<file path="src/rtl/btn_debounce_multi.sv">
// Multi-channel counter-based button debouncer: synchroniser, stability counter, press/release pulses.
// Optional auto-repeat (IDLE/HOLD/REPEAT per channel) is built when BTN_AUTOREPEAT_EN is defined.
module btn_debounce_multi #(
    parameter int CHANNELS      = 4,
    parameter int STABLE_CYCLES = 1000,
    parameter int SYNC_STAGES   = 2,
    parameter int INVERT_IN     = 0,
    parameter int HOLD_CYCLES   = 50000,
    parameter int REPEAT_CYCLES = 10000
) (
    input  logic                clk,
    input  logic                rst_n,
    input  logic [CHANNELS-1:0] raw_btn,
    output logic [CHANNELS-1:0] btn_level,
    output logic [CHANNELS-1:0] btn_press,
    output logic [CHANNELS-1:0] btn_release,
    output logic [CHANNELS-1:0] btn_repeat
);

    localparam int            CW       = $clog2(STABLE_CYCLES + 1);
    localparam logic [CW-1:0] CNT_LAST = CW'(STABLE_CYCLES - 1);
    localparam logic          INV      = (INVERT_IN != 0);

`ifdef BTN_AUTOREPEAT_EN
    localparam int            HMAX      = (HOLD_CYCLES > REPEAT_CYCLES) ? HOLD_CYCLES : REPEAT_CYCLES;
    localparam int            HW        = $clog2(HMAX + 1);
    localparam logic [HW-1:0] HOLD_LAST = HW'(HOLD_CYCLES - 1);
    localparam logic [HW-1:0] REP_LAST  = HW'(REPEAT_CYCLES - 1);

    localparam logic [1:0] ST_IDLE   = 2'd0;
    localparam logic [1:0] ST_HOLD   = 2'd1;
    localparam logic [1:0] ST_REPEAT = 2'd2;
`endif

    genvar i;
    generate
        for (i = 0; i < CHANNELS; i++) begin : g_ch
            logic [SYNC_STAGES-1:0] sync_ff;
            logic                   sync;
            logic [CW-1:0]          cnt;
            logic                   level_q;
            logic                   press_q;
            logic                   release_q;
            logic                   flip;

            always_ff @(posedge clk or negedge rst_n) begin
                if (!rst_n) begin
                    sync_ff <= '0;
                end else begin
                    sync_ff <= {sync_ff[SYNC_STAGES-2:0], raw_btn[i]};
                end
            end

            assign sync = sync_ff[SYNC_STAGES-1] ^ INV;
            // The level flips on the STABLE_CYCLES-th consecutive disagreeing cycle.
            assign flip = (sync != level_q) && (cnt == CNT_LAST);

            always_ff @(posedge clk or negedge rst_n) begin
                if (!rst_n) begin
                    cnt       <= '0;
                    level_q   <= 1'b0;
                    press_q   <= 1'b0;
                    release_q <= 1'b0;
                end else begin
                    press_q   <= 1'b0;
                    release_q <= 1'b0;
                    if (sync == level_q) begin
                        cnt <= '0;
                    end else if (flip) begin
                        level_q   <= sync;
                        cnt       <= '0;
                        press_q   <= sync;
                        release_q <= ~sync;
                    end else begin
                        cnt <= cnt + CW'(1);
                    end
                end
            end

            assign btn_level[i]   = level_q;
            assign btn_press[i]   = press_q;
            assign btn_release[i] = release_q;

`ifdef BTN_AUTOREPEAT_EN
            logic [1:0]    rpt_state;
            logic [HW-1:0] hcnt;
            logic          rpt_q;
            logic          rise_evt;
            logic          fall_evt;

            assign rise_evt = flip & sync;
            assign fall_evt = flip & ~sync;

            // HOLD is entered on the same edge that raises btn_press, so the hold count
            // is aligned with the press pulse; a falling level always wins over a repeat match.
            always_ff @(posedge clk or negedge rst_n) begin
                if (!rst_n) begin
                    rpt_state <= ST_IDLE;
                    hcnt      <= '0;
                    rpt_q     <= 1'b0;
                end else begin
                    rpt_q <= 1'b0;
                    if (rise_evt) begin
                        rpt_state <= ST_HOLD;
                        hcnt      <= '0;
                    end else if (!level_q || fall_evt) begin
                        rpt_state <= ST_IDLE;
                        hcnt      <= '0;
                    end else begin
                        case (rpt_state)
                            ST_HOLD: begin
                                if (hcnt == HOLD_LAST) begin
                                    rpt_q     <= 1'b1;
                                    hcnt      <= '0;
                                    rpt_state <= ST_REPEAT;
                                end else begin
                                    hcnt <= hcnt + HW'(1);
                                end
                            end
                            ST_REPEAT: begin
                                if (hcnt == REP_LAST) begin
                                    rpt_q <= 1'b1;
                                    hcnt  <= '0;
                                end else begin
                                    hcnt <= hcnt + HW'(1);
                                end
                            end
                            default: begin
                                rpt_state <= ST_IDLE;
                                hcnt      <= '0;
                            end
                        endcase
                    end
                end
            end

            assign btn_repeat[i] = rpt_q;
`else
            assign btn_repeat[i] = 1'b0;
`endif
        end
    endgenerate

endmodule

</file>
<file path="config.mk">
export PLATFORM = sky130hd
export DESIGN_NAME = btn_debounce_multi
export DESIGN_NICKNAME = d
export VERILOG_FILES = /design/src/rtl/btn_debounce_multi.sv
export SDC_FILE = /design/constraint.sdc
export NUM_CORES = 1
export LEC_CHECK = 0
export ABC_AREA = 1
export BUFFER_PORTS_ARGS = -buffer_cell sky130_fd_sc_hd__buf_2
export CORE_ASPECT_RATIO = 1.2
export CORE_UTILIZATION = 58
export DETAILED_ROUTE_END_ITERATION = 10
export PLACE_DENSITY = 0.75
export SLEW_MARGIN = 20
export SYNTH_ARGS = -nofsm -noshare
export SYNTH_HDL_FRONTEND = slang
export SYNTH_SLANG_ARGS = --single-unit
</file>
<file path="constraint.sdc">
create_clock -name clk -period 2.98 [get_ports clk]
set_input_delay 0.298 -clock clk [delete_from_list [all_inputs] [get_ports clk]]
set_output_delay 0.298 -clock clk [all_outputs]
set_load 0.1 [all_outputs]
</file>
* After elaboration in Yosys (flattened, before gate mapping)
Cells that the tools add are included.
Storage, ports and cells: flip-flop bits (word level) 60, input bits 6, output and inout bits 16, logic and storage cells 76
Cells by class: add/sub/neg operators 4, eq/ne operators 12, muxes and demuxes 24, bitwise operators 8, reductions and logical operators 8
Operators by type and width (count):
- 10-bit two-way mux | 8
- 10-bit by 1-bit adder with 10-bit output, second input constant | 4
- 10-bit equality test, second input constant | 4
- 1-bit two-way mux | 16
- 1-bit NOT | 8
- 2-bit AND reduction | 4
- 1-bit equality test | 4
- 1-bit logical AND | 4
- 1-bit != test | 4

* Longest topological paths before layout
Gate-level depths: netlist of the first run.
word-level depth 4, mapped depth 7, depth with buffers taken out 7

* Worst setup path before layout of the first run
Ideal clock, no wire load.
path kind register to register, from reg g_ch[2].cnt[0], to reg g_ch[2].cnt[6], library setup time 0.116 ns, arrival 1.046 ns, required time 2.864 ns, slack 1.819 ns, cell stages (with the launch flop) 7, buffers on the path 0, clock period less this slack 1.161 ns, path through dfrtp_1 > ha_1 > nand2_1 > nor2_2 > nand3_4 > nand2_8 > nor2_2
On the way: cells in the longest elaborated chain, start to end 4, elaborated cells on any way between the ends 5, those cells by class add/sub (1); eq/ne (1); mux (2); reduce/logical (1)
RTL lines:
- start: declaration | RTL line 40 | logic [CW-1:0] cnt;
- start signal: assignment | RTL line 75 | cnt <= cnt + CW'(1);
- branches (longest 2 deep; another with 10-bit by 1-bit adder with 10-bit output)
- 10-bit two-way mux (*) | RTL line 69 | end else if (flip) begin
- 10-bit two-way mux (*) | RTL line 67 | if (sync == level_q) begin
Every way passes the cells marked *. A chain may end at the register's enable or synchronous reset.

* Worst setup path after layout of the first run
from reg g_ch[1].level_q, to out btn_level[1]
RTL lines:
- start: declaration | RTL line 41 | logic level_q;
- start signal: assignment | RTL line 70 | level_q <= sync;
- end: declaration | RTL line 14 | output logic [CHANNELS-1:0] btn_level,
No word-level cell between the ends.

==> results of run 1 <==
==> layout make-up <==
class	instances	area (sq um)	share of cell area, %
clock buffers	11	151	4.73
clock inverters	5	50.0	1.56
inverters	44	165	5.16
multi-input cells	229	1170	36.4
flip-flops and latches	60	1500	46.9
well taps	60	75.1	2.34
repair buffers	18	92.6	2.89
==> routing by layer <==
layer  part of all wire [%]  wire [um]  up-vias
met4                    2.1         99        0
li1                       -          -     1078
met2                     50       2290       28
met3                    3.3        154       13
met1                     45       2070      939
met5                      0          0        -
==> where the power goes <==
| part | switching, mW | internal [mW] | total (mW) |
|---|---|---|---|
| sequential | 0.0115 | 0.833 | 0.844 |
| clock | 0.313 | 0.426 | 0.739 |
| combinational | 0.0655 | 0.0191 | 0.0846 |
==> cells in the mapped netlist, types with 2 or more instances <==
cell / count
nand3_1: 21
nor2_1: 52
nor3_1: 7
nand4_2: 2
dfrtp_1: 60
nand2_2: 7
inv_1: 36
o21ai_1: 3
nand4_1: 6
o21ai_0: 3
xor2_1: 7
nor2_4: 6
nand2_1: 83
nor2_2: 12
or2_1: 3
buf_4: 16
inv_2: 8
ha_1: 4
o21bai_1: 2
==> cell families (layout without fill, tap and decap cells) <==
kind of cell,count (synthesis),in the layout,share of synthesized area [%]
AOI/OAI and AO/OA,10,10,2.00
xor gates and xnor gates,8,8,2.38
adders and majority gates,4,4,1.70
buffers and inverters,60,78,9.69
DFF,60,60,51.0
other,1,4,0.127
and+or+nand+nor,203,203,33.1
==> sequential cells by signal, indices dropped and copies added, names as in the netlist <==
name / cells
g_ch.cnt: 40
g_ch.sync_ff: 8
g_ch.level_q: 4
g_ch.press_q: 4
g_ch.release_q: 4
==> per-stage QoR <==
stage | instances | setup WS, ns | util [%] | area [sq um] | hold WS (ns)
after floorplan | 349 | 1.82 | - | 2950 | 0.00241
after global placement | 411 | 1.73 | 61.2 | 3000 | 0.332
after detailed placement | 411 | 1.70 | 61.2 | 3000 | 0.335
after CTS | 427 | 1.46 | 65.3 | 3200 | 0.0489
after global routing | 427 | 1.44 | 65.3 | 3200 | 0.0470
final | 427 | 1.49 | 65.3 | 3200 | 0.0600
==> worst min path at each step <==
stage | endpoint | cells after the start
2_1_floorplan | g_ch[0].cnt[0]$_DFF_PN0_ | 0
3_3_place_gp | g_ch[2].sync_ff[1]$_DFF_PN0_ | 0
3_5_place_dp | g_ch[2].sync_ff[1]$_DFF_PN0_ | 0
4_1_cts | g_ch[2].sync_ff[0]$_DFF_PN0_ | 1
5_1_grt | g_ch[2].sync_ff[0]$_DFF_PN0_ | 1
6_report | g_ch[2].sync_ff[0]$_DFF_PN0_ | 1
==> impl_metrics.py, run 1 <==
metrics = {
    "route": {
        "drtIter0Drc": 125,
        "route.detailed.drc": 0,
        "wl_per_cell_um": 10.8,
        "drtPass1Iterations": 4,
        "drt_wl_total_um": 4610,
        "vias_per_cell": 4.82,
        "via_count": 2058,
        "ant_nets": 0,
    },
    "grt": {
        "grt.total_usage_pct": 19.8,
        "grt_max_degree": 61,
        "first_global_vias": 1965,
        "met3_usage_pct": 6.00,
        "busiest_layer": "met2",
        "grtUsageMet2_pct": 34.3,
        "overflow": 0,
        "grt_antenna_before_repair": 0,
        "grt_pass1_wl_um": 7830,
        "use_met1_pct": 21.7,
    },
    "clock_tree": {
        "cts_buffers": 9,
        "cts.sinks": 60,
        "cts_tree": "built",
        "worstSkewPairLatency_ns": 0.34,
        "root_buffer": "clkbuf_8",
        "cts.clk_slew.worst_paths_ns": 0.07,
        "cts_hold_buf": 0,
        "clock_path_buffers": 2,
        "h-tree-depth": 3,
        "postCtsSetupRepairBufs": 0,
        "cts_resized": 0,
    },
    "finish": {
        "antenna_cells": 0,
        "mostFrequentLayoutCells": "83 x nand2_1, 60 x dfrtp_1, 52 x nor2_1",
        "drive_above_1_share_pct": 20.2,
        "final_nets": 372,
        "area_growth_syn_to_layout_pct": 8.84,
        "fill_cells": 426,
        "final_common_cell": "nand2_1",
    },
    "synthesis": {
        "ys_types": 27,
        "synth-edff-count": 0,
        "syn_inst": 346,
        "syn_area_per_cell_sq_um": 8.51,
        "ys_seq_area_share_pct": 51.0,
        "synthArstFlopShare_pct": 100,
        "ys_ff_latch": 60,
        "yosys.area.top_type": "dfrtp_1",
        "ys_warn_count": 0,
        "synth_area_leaders": "dfrtp_1 51%, nand2_1 11%, nor2_1 6.6%",
        "synthFlopType": "dfrtp_1",
        "yosysTopAreaCellShare_pct": 51.0,
        "syn_area_sq_um": 2940,
    },
    "run": {
        "maxCapViolations": 0,
    },
    "setup_path": {
        "crit_slowest_cell": "buf_2",
        "crit_path_end_kind": "output pin",
        "critPathBufInv": 1,
        "path_delay_family": "buffers and inverters",
        "slowest_delay_ns": 0.45,
        "path_class": "reg -> out",
        "crit_arrival_ns": 1.19,
        "regToRegSetupSlack_ns": 1.70,
        "cp.required_ns": 2.68,
        "r2r_end": "g_ch[3].cnt[0]$_DFF_PN0_",
        "crit_end": "btn_level[1]",
        "setup.worst_path.start": "g_ch[1].level_q$_DFFE_PN0P_",
        "ff2ff_path_depth": 6,
        "path_cells": "buf_2",
        "worst-path-max-fanout": 5,
        "r2r_start": "g_ch[3].cnt[0]$_DFF_PN0_",
        "cp_num_cells": 1,
        "cp-start-kind": "flip-flop",
    },
    "die": {
        "fp.dieW_um": 67.0,
        "pin_count": 22,
        "initial_core_util_pct": 60.0,
        "die-area_sq_um": 5360,
        "core_area_sq_um": 4900,
        "chipHeight_um": 80.0,
        "num_rows": 28,
    },
    "worst_hold_path": {
        "holdCritPathClass": "in -> reg",
        "hp-start": "raw_btn[2]",
    },
    "sta": {
        "relSlewSlack_pct": 52.3,
        "tns_ns": 0,
        "skew_ns": 0.0105,
        "period_needed_ns": 1.49,
        "rsz0062_at_grt": "false",
        "achievable-frequency_mhz": 670,
        "maxSlewViolCount": 0,
        "worst_pin_slew_ns": 0.716,
        "fin_crit_sh_pct": 50.1,
        "setup_viol": 0,
        "hold_viol_final": 0,
    },
    "status": {
        "outcome": "finished, final reports clean",
    },
    "placement": {
        "dpl.hpwl_um": 3150,
        "gp_congestion": 0.831,
        "portBuffers": 17,
    },
    "power": {
        "p_leak_nw": 1.61,
        "power_mw": 1.67,
        "vdd_ir_drop_max_mv": 0.329,
        "powerDensity_nw_per_um2": 521,
    },
}
Power figures use the tool's default switching activity.
==> inputs of run 2 (changes only) <==
--- a/config.mk
+++ b/config.mk
@@ -5,12 +5,12 @@
 export SDC_FILE = /design/constraint.sdc
 export NUM_CORES = 1
 export LEC_CHECK = 0
-export ABC_AREA = 1
+export ABC_AREA = 0
 export BUFFER_PORTS_ARGS = -buffer_cell sky130_fd_sc_hd__buf_2
 export CORE_ASPECT_RATIO = 1.2
 export CORE_UTILIZATION = 58
 export DETAILED_ROUTE_END_ITERATION = 10
-export PLACE_DENSITY = 0.75
+export PLACE_DENSITY = 0.76
 export SLEW_MARGIN = 20
 export SYNTH_ARGS = -nofsm -noshare
 export SYNTH_HDL_FRONTEND = slang
==> constraint.sdc (replaced) <==
create_clock -name clk -period 1.45 [get_ports clk]
set_input_delay 0.145 -clock clk [delete_from_list [all_inputs] [get_ports clk]]
set_output_delay 0.145 -clock clk [all_outputs]
set_load 0.1 [all_outputs]
==> impl_metrics.py, run 2 <==
metrics = {
    "placement": {
        "gp_congestion": 0.858,
        "dpl.hpwl_um": 3060,
        "placed_cell_area_sq_um": 2900,
        "preCtsSetupSlack_ns": 0.00845,
        "portBuffers": 17,
    },
    "setup_path": {
        "crit_arrival_ns": 1.67,
        "path_class": "reg -> reg",
        "ff2ff_path_depth": 5,
        "r2r_start": "g_ch[0].cnt[1]$_DFF_PN0_",
        "crit_path_end_kind": "flip-flop",
        "cp-start-kind": "flip-flop",
        "critPathBufInv": 0,
        "cp.required_ns": 1.67,
        "r2r_end": "g_ch[0].cnt[7]$_DFF_PN0_",
        "path_delay_family": "simple AND/OR/NAND/NOR gates",
        "worst-path-max-fanout": 4,
        "path_cells": "ha_1 > nand4b_1 > nor3b_1 > a21o_1 > a31oi_1",
        "crit_slowest_cell": "dfrtp_1",
        "regToRegSetupSlack_ns": -0.002,
        "slowest_delay_ns": 0.38,
    },
    "finish": {
        "final_area_sq_um": 3230,
        "regArea_sq_um": 1500,
        "final_common_cell": "dfrtp_1",
        "area_growth_syn_to_layout_pct": 18.0,
        "largest_register_ffs": 40,
        "fill_cells": 366,
        "top_register": "g_ch.cnt",
        "final_nets": 301,
        "multi_input_area_sq_um": 1180,
        "mostFrequentLayoutCells": "60 x dfrtp_1, 43 x nor2_1, 17 x nand3_1, 17 x xnor2_1, 15 x buf_2",
        "reg_top3": "g_ch.cnt: 40 flops, g_ch.sync_ff: 8 flops",
        "post-route-util_pct": 70.8,
        "drive_above_1_share_pct": 23.0,
        "antenna_cells": 0,
    },
    "synthesis": {
        "synthTopCellsByCount": "60 x dfrtp_1, 44 x nor2_1, 19 x nand3_1, 17 x xnor2_1, 16 x buf_4",
        "syn_area_per_cell_sq_um": 10.7,
        "ys_ff_latch": 60,
        "synth-edff-count": 0,
        "synth.most_common_cell": "dfrtp_1",
        "ys_seq_area_share_pct": 54.8,
        "ys_types": 31,
        "synthFlopType": "dfrtp_1",
        "ys_warn_count": 0,
        "syn_inst": 256,
        "yosys.area.top_type": "dfrtp_1",
        "synthArstFlopShare_pct": 100,
        "syn_area_sq_um": 2740,
        "synth_area_leaders": "dfrtp_1 55%, nor2_1 6.0%, xnor2_1 5.4%",
        "yosysTopAreaCellShare_pct": 54.8,
    },
    "die": {
        "die-area_sq_um": 5000,
        "chipHeight_um": 77.3,
        "num_rows": 27,
        "core_area_sq_um": 4560,
        "pin_count": 22,
        "initial_core_util_pct": 60.0,
        "fp.dieW_um": 64.7,
    },
    "clock_tree": {
        "clock_path_buffers": 2,
        "cts_buffers": 9,
        "root_buffer": "clkbuf_8",
        "worstSkewPairLatency_ns": 0.34,
        "cts.clk_slew.worst_paths_ns": 0.07,
        "cts.sinks": 60,
        "cts_tree": "built",
        "h-tree-depth": 3,
    },
    "route": {
        "wl_per_cell_um": 13.3,
        "via_count": 1891,
        "drtPass1Iterations": 4,
        "drtIter0Drc": 66,
        "vias_per_cell": 5.34,
        "route.detailed.drc": 0,
        "drt_wl_total_um": 4690,
        "ant_nets": 0,
    },
    "grt": {
        "overflow": 0,
        "grt_antenna_before_repair": 0,
        "first_global_vias": 1870,
        "grt_pass1_wl_um": 8000,
        "grt.total_usage_pct": 21.6,
        "grt_max_degree": 61,
    },
    "power": {
        "powerDensity_nw_per_um2": 1080,
        "vdd_ir_drop_max_mv": 1.04,
        "p_leak_nw": 1.51,
    },
    "sta": {
        "skew_ns": 0.00679,
        "hold_viol_final": 0,
        "maxSlewViolCount": 0,
        "period_needed_ns": 1.45,
        "setup_slack_ns": -0.00191,
        "setup_viol": 1,
        "rsz0062_at_grt": "true",
        "fin_crit_sh_pct": 100,
        "achievable-frequency_mhz": 689,
    },
    "status": {
        "outcome": "complete, but fails checks",
        "violations": "setup timing",
    },
    "run": {
        "maxCapViolations": 0,
    },
    "worst_hold_path": {
        "holdCritPathClass": "in -> async",
    },
}
[run 2: cell count changes after synthesis, sizes merged, moves of 5 or more]
cell	change
a21oi	+5
and3	+9
inv	-42
nand2	-77
nand4	-6
nor2	-26
nor3b	+10
xnor2	+16
[run 2: layer usage]
metal / part of all wire [%] / global-route usage (%) / routed length, um
met1: 46 / 27.2 / 2180
met2: 48 / 31.7 / 2260
met3: 3.6 / 8.48 / 167
met4: 1.8 / 11.8 / 85
met5: 0 / 0 / 0
[run 2: worst max-delay path by stage]
stage | start | end | slack [ns] | depth (start not counted)
finish | g_ch[0].cnt[1]$_DFF_PN0_ | g_ch[0].cnt[7]$_DFF_PN0_ | -0.002 | 5
CTS | g_ch[0].cnt[1]$_DFF_PN0_ | g_ch[0].cnt[0]$_DFF_PN0_ | 0.004 | 5
global placement | g_ch[0].cnt[1]$_DFF_PN0_ | g_ch[0].level_q$_DFFE_PN0P_ | 0.05 | 4
floorplan | g_ch[3].cnt[0]$_DFF_PN0_ | g_ch[3].level_q$_DFFE_PN0P_ | 0.02 | 4
detailed placement | g_ch[0].cnt[1]$_DFF_PN0_ | g_ch[0].cnt[7]$_DFF_PN0_ | 0.008 | 5
global route | g_ch[0].cnt[1]$_DFF_PN0_ | g_ch[0].cnt[9]$_DFF_PN0_ | -0.09 | 5
[run 2: cells by family after synthesis]
| kind of cell | synth area share, % |
|---|---|
| fa+ha+maj | 1.83 |
| xor+xnor | 8.96 |
| other cells | 0.137 |
| buf+inv | 4.66 |
| mux | 1.65 |
| flops | 54.8 |
| compound gates | 5.90 |
| simple gates | 22.0 |
[run 2: area by class of cell]
class / instances / share of cell area (%)
repair buffers: 37 / 8.21
multi-input cells: 181 / 36.6
well taps: 58 / 2.25
clock inverters: 4 / 1.47
inverters: 2 / 0.232
flip-flops and latches: 60 / 46.5
clock buffers: 12 / 4.80
[run 2: repair_timing]
item | CTS | global route
hold buffers | 5 | 0
setup endpoints to repair | 0 | 32
gates resized for setup | 0 | 13
endpoints found under the hold margin | 64 | 0
setup buffers | 0 | 3
[run 2: report_power, final]
group	switching (mW)	internal (mW)	total (mW)
registers	0.0381	1.71	1.75
clock network	0.640	0.881	1.52
logic	0.131	0.0745	0.206
total	0.809	2.67	3.48
[run 2: worst min-delay path: cells and delay by family]
kind	cells	cell delay (ns)
buf+inv	3	0.91
[run 2: stage by stage]
stage	setup TNS, ns	power, mW	std cells	hold WS (ns)
6_report	-0.00191	3.48	354	0.327
5_1_grt	-0.676	3.62	354	0.349
4_1_cts	0	3.49	351	0.347
3_5_place_dp	0	1.97	330	0.180
3_3_place_gp	0	1.96	330	0.172
2_1_floorplan	0	1.89	259	-0.151
==> inputs of run 3 (changes only) <==
--- a/config.mk
+++ b/config.mk
@@ -8,9 +8,9 @@
 export ABC_AREA = 0
 export BUFFER_PORTS_ARGS = -buffer_cell sky130_fd_sc_hd__buf_2
 export CORE_ASPECT_RATIO = 1.2
-export CORE_UTILIZATION = 58
+export CORE_UTILIZATION = 50
 export DETAILED_ROUTE_END_ITERATION = 10
-export PLACE_DENSITY = 0.76
+export PLACE_DENSITY = 0.66
 export SLEW_MARGIN = 20
 export SYNTH_ARGS = -nofsm -noshare
 export SYNTH_HDL_FRONTEND = slang
==> impl_metrics.py, run 3 (synthesized netlist as in run 2, its figures left out) <==
metrics = {
    "clock_tree": {
        "cts.clk_slew.worst_paths_ns": 0.07,
        "h-tree-depth": 3,
        "cts_tree": "built",
        "cts.sinks": 60,
        "worstSkewPairLatency_ns": 0.34,
        "clock_path_buffers": 2,
        "root_buffer": "clkbuf_8",
        "cts_buffers": 9,
    },
    "setup_path": {
        "path_class": "reg -> reg",
        "crit_path_end_kind": "flip-flop",
        "crit_arrival_ns": 1.64,
        "worst-path-max-fanout": 5,
        "cp.required_ns": 1.67,
        "cp-start-kind": "flip-flop",
    },
    "power": {
        "powerDensity_nw_per_um2": 1000,
        "vdd_ir_drop_max_mv": 0.773,
        "p_leak_nw": 1.52,
        "power_mw": 3.28,
    },
    "grt": {
        "grt_antenna_before_repair": 0,
        "first_global_vias": 1849,
        "grt_max_degree": 61,
        "grt_pass1_wl_um": 8090,
        "overflow": 0,
        "grt.total_usage_pct": 18.1,
    },
    "sta": {
        "hold_viol_final": 0,
        "fin_crit_sh_pct": 97.5,
        "tns_ns": 0,
        "achievable-frequency_mhz": 708,
        "setup_viol": 0,
        "maxSlewViolCount": 0,
        "skew_ns": 0.00542,
        "period_needed_ns": 1.41,
    },
    "route": {
        "ant_nets": 0,
        "drt_wl_total_um": 4690,
        "drtPass1Iterations": 4,
        "route.detailed.drc": 0,
        "wl_per_cell_um": 13.0,
        "drtIter0Drc": 75,
        "vias_per_cell": 5.24,
        "via_count": 1888,
    },
    "die": {
        "fp.dieW_um": 69.5,
        "core_area_sq_um": 5300,
        "die-area_sq_um": 5780,
        "initial_core_util_pct": 51.7,
        "chipHeight_um": 83.1,
        "pin_count": 22,
        "num_rows": 29,
    },
    "finish": {
        "area_growth_syn_to_layout_pct": 19.3,
        "final_area_sq_um": 3270,
        "drive_above_1_share_pct": 24.5,
        "mostFrequentLayoutCells": "60 x dfrtp_1, 43 x nor2_1, 17 x nand3_1, 17 x xnor2_1, 17 x buf_4",
        "largest_register_ffs": 40,
        "multi_input_area_sq_um": 1220,
        "regArea_sq_um": 1500,
        "final_common_cell": "dfrtp_1",
        "top_register": "g_ch.cnt",
        "antenna_cells": 0,
        "final_nets": 304,
        "fill_cells": 436,
        "reg_top3": "g_ch.cnt: 40 flops, g_ch.sync_ff: 8 flops",
    },
    "run": {
        "maxCapViolations": 0,
    },
    "placement": {
        "placed_cell_area_sq_um": 2940,
        "gp_congestion": 0.777,
        "dpl.hpwl_um": 3090,
        "portBuffers": 17,
    },
    "status": {
        "outcome": "finished, final reports clean",
    },
    "worst_hold_path": {
        "holdCritPathClass": "in -> async",
    },
}
## run 3: cell types whose count changed in the layout (fill, tap and decap cells not counted), sizes merged
cell      previous run  this run
buf                 30        33
clkbuf              14        15
bufinv               1         0
clkinvlp             1         0
## run 3: worst max-delay path: stages (launching register included)
cell      delay [ns]
dfrtp_1         0.40
ha_1            0.20
and4bb_2        0.27
nand3_4         0.10
mux2_2          0.33
## run 3: power by group
part	internal (mW)	leakage, nW	total, mW	switching, mW
sequential	1.71	0.810	1.75	0.0384
combinational	0.0818	0.616	0.216	0.134
clock	0.699	0.0893	1.32	0.616
## run 3: metrics by stage
| stage | utilization (%) | setup WS (ns) | cells | hold slack (ns) |
|---|---|---|---|---|
| CTS | 59.7 | 0.0107 | 359 | 0.349 |
| finish | 61.6 | 0.0366 | 360 | 0.331 |
| global route | 61.6 | -0.0305 | 360 | 0.356 |
| global placement | 55.5 | 0.0650 | 339 | 0.175 |
| detailed placement | 55.5 | 0.0168 | 339 | 0.168 |
| floorplan | - | 0.0192 | 259 | -0.151 |
## run 3: per-layer routing
metal | wire, um | global-route usage, %
met1 | 2230 | 23.6
met4 | 110 | 11.7
met2 | 2210 | 27.7
met3 | 140 | 3.28
met5 | 0 | 0
## run 3: final cells by class
class / count / area share (%)
clock inverter: 2 / 0.307
inverter: 2 / 0.230
multi-input combinational: 181 / 37.4
tap: 62 / 2.38
timing repair buffer: 40 / 8.81
sequential: 60 / 46.0
clock buffer: 13 / 4.87
## run 3: path summary, 6_finish.rpt
kind | from | end | slack (ns) | depth (start not counted)
setup / recovery | g_ch[3].cnt[1]$_DFF_PN0_ | g_ch[3].level_q$_DFFE_PN0P_ | 0.04 | 4
hold / removal | rst_n | g_ch[3].cnt[6]$_DFF_PN0_ | 0.33 | 3
setup reg to reg | g_ch[3].cnt[1]$_DFF_PN0_ | g_ch[3].level_q$_DFFE_PN0P_ | 0.04 | 4
hold reg to reg | g_ch[1].sync_ff[0]$_DFF_PN0_ | g_ch[1].sync_ff[1]$_DFF_PN0_ | 0.35 | 0
max in group asynchronous | rst_n | g_ch[1].cnt[4]$_DFF_PN0_ | 0.85 | 3
min in group clk | g_ch[1].sync_ff[0]$_DFF_PN0_ | g_ch[1].sync_ff[1]$_DFF_PN0_ | 0.35 | 0
## run 3: what timing repair did
| item | 4_1_cts | 5_1_grt |
|---|---|---|
| gates resized for setup | 0 | 19 |
| hold endpoints to repair | 64 | 0 |
| endpoints found under the setup margin | 0 | 23 |
| setup buffers | 0 | 1 |
| hold buffers | 5 | 0 |
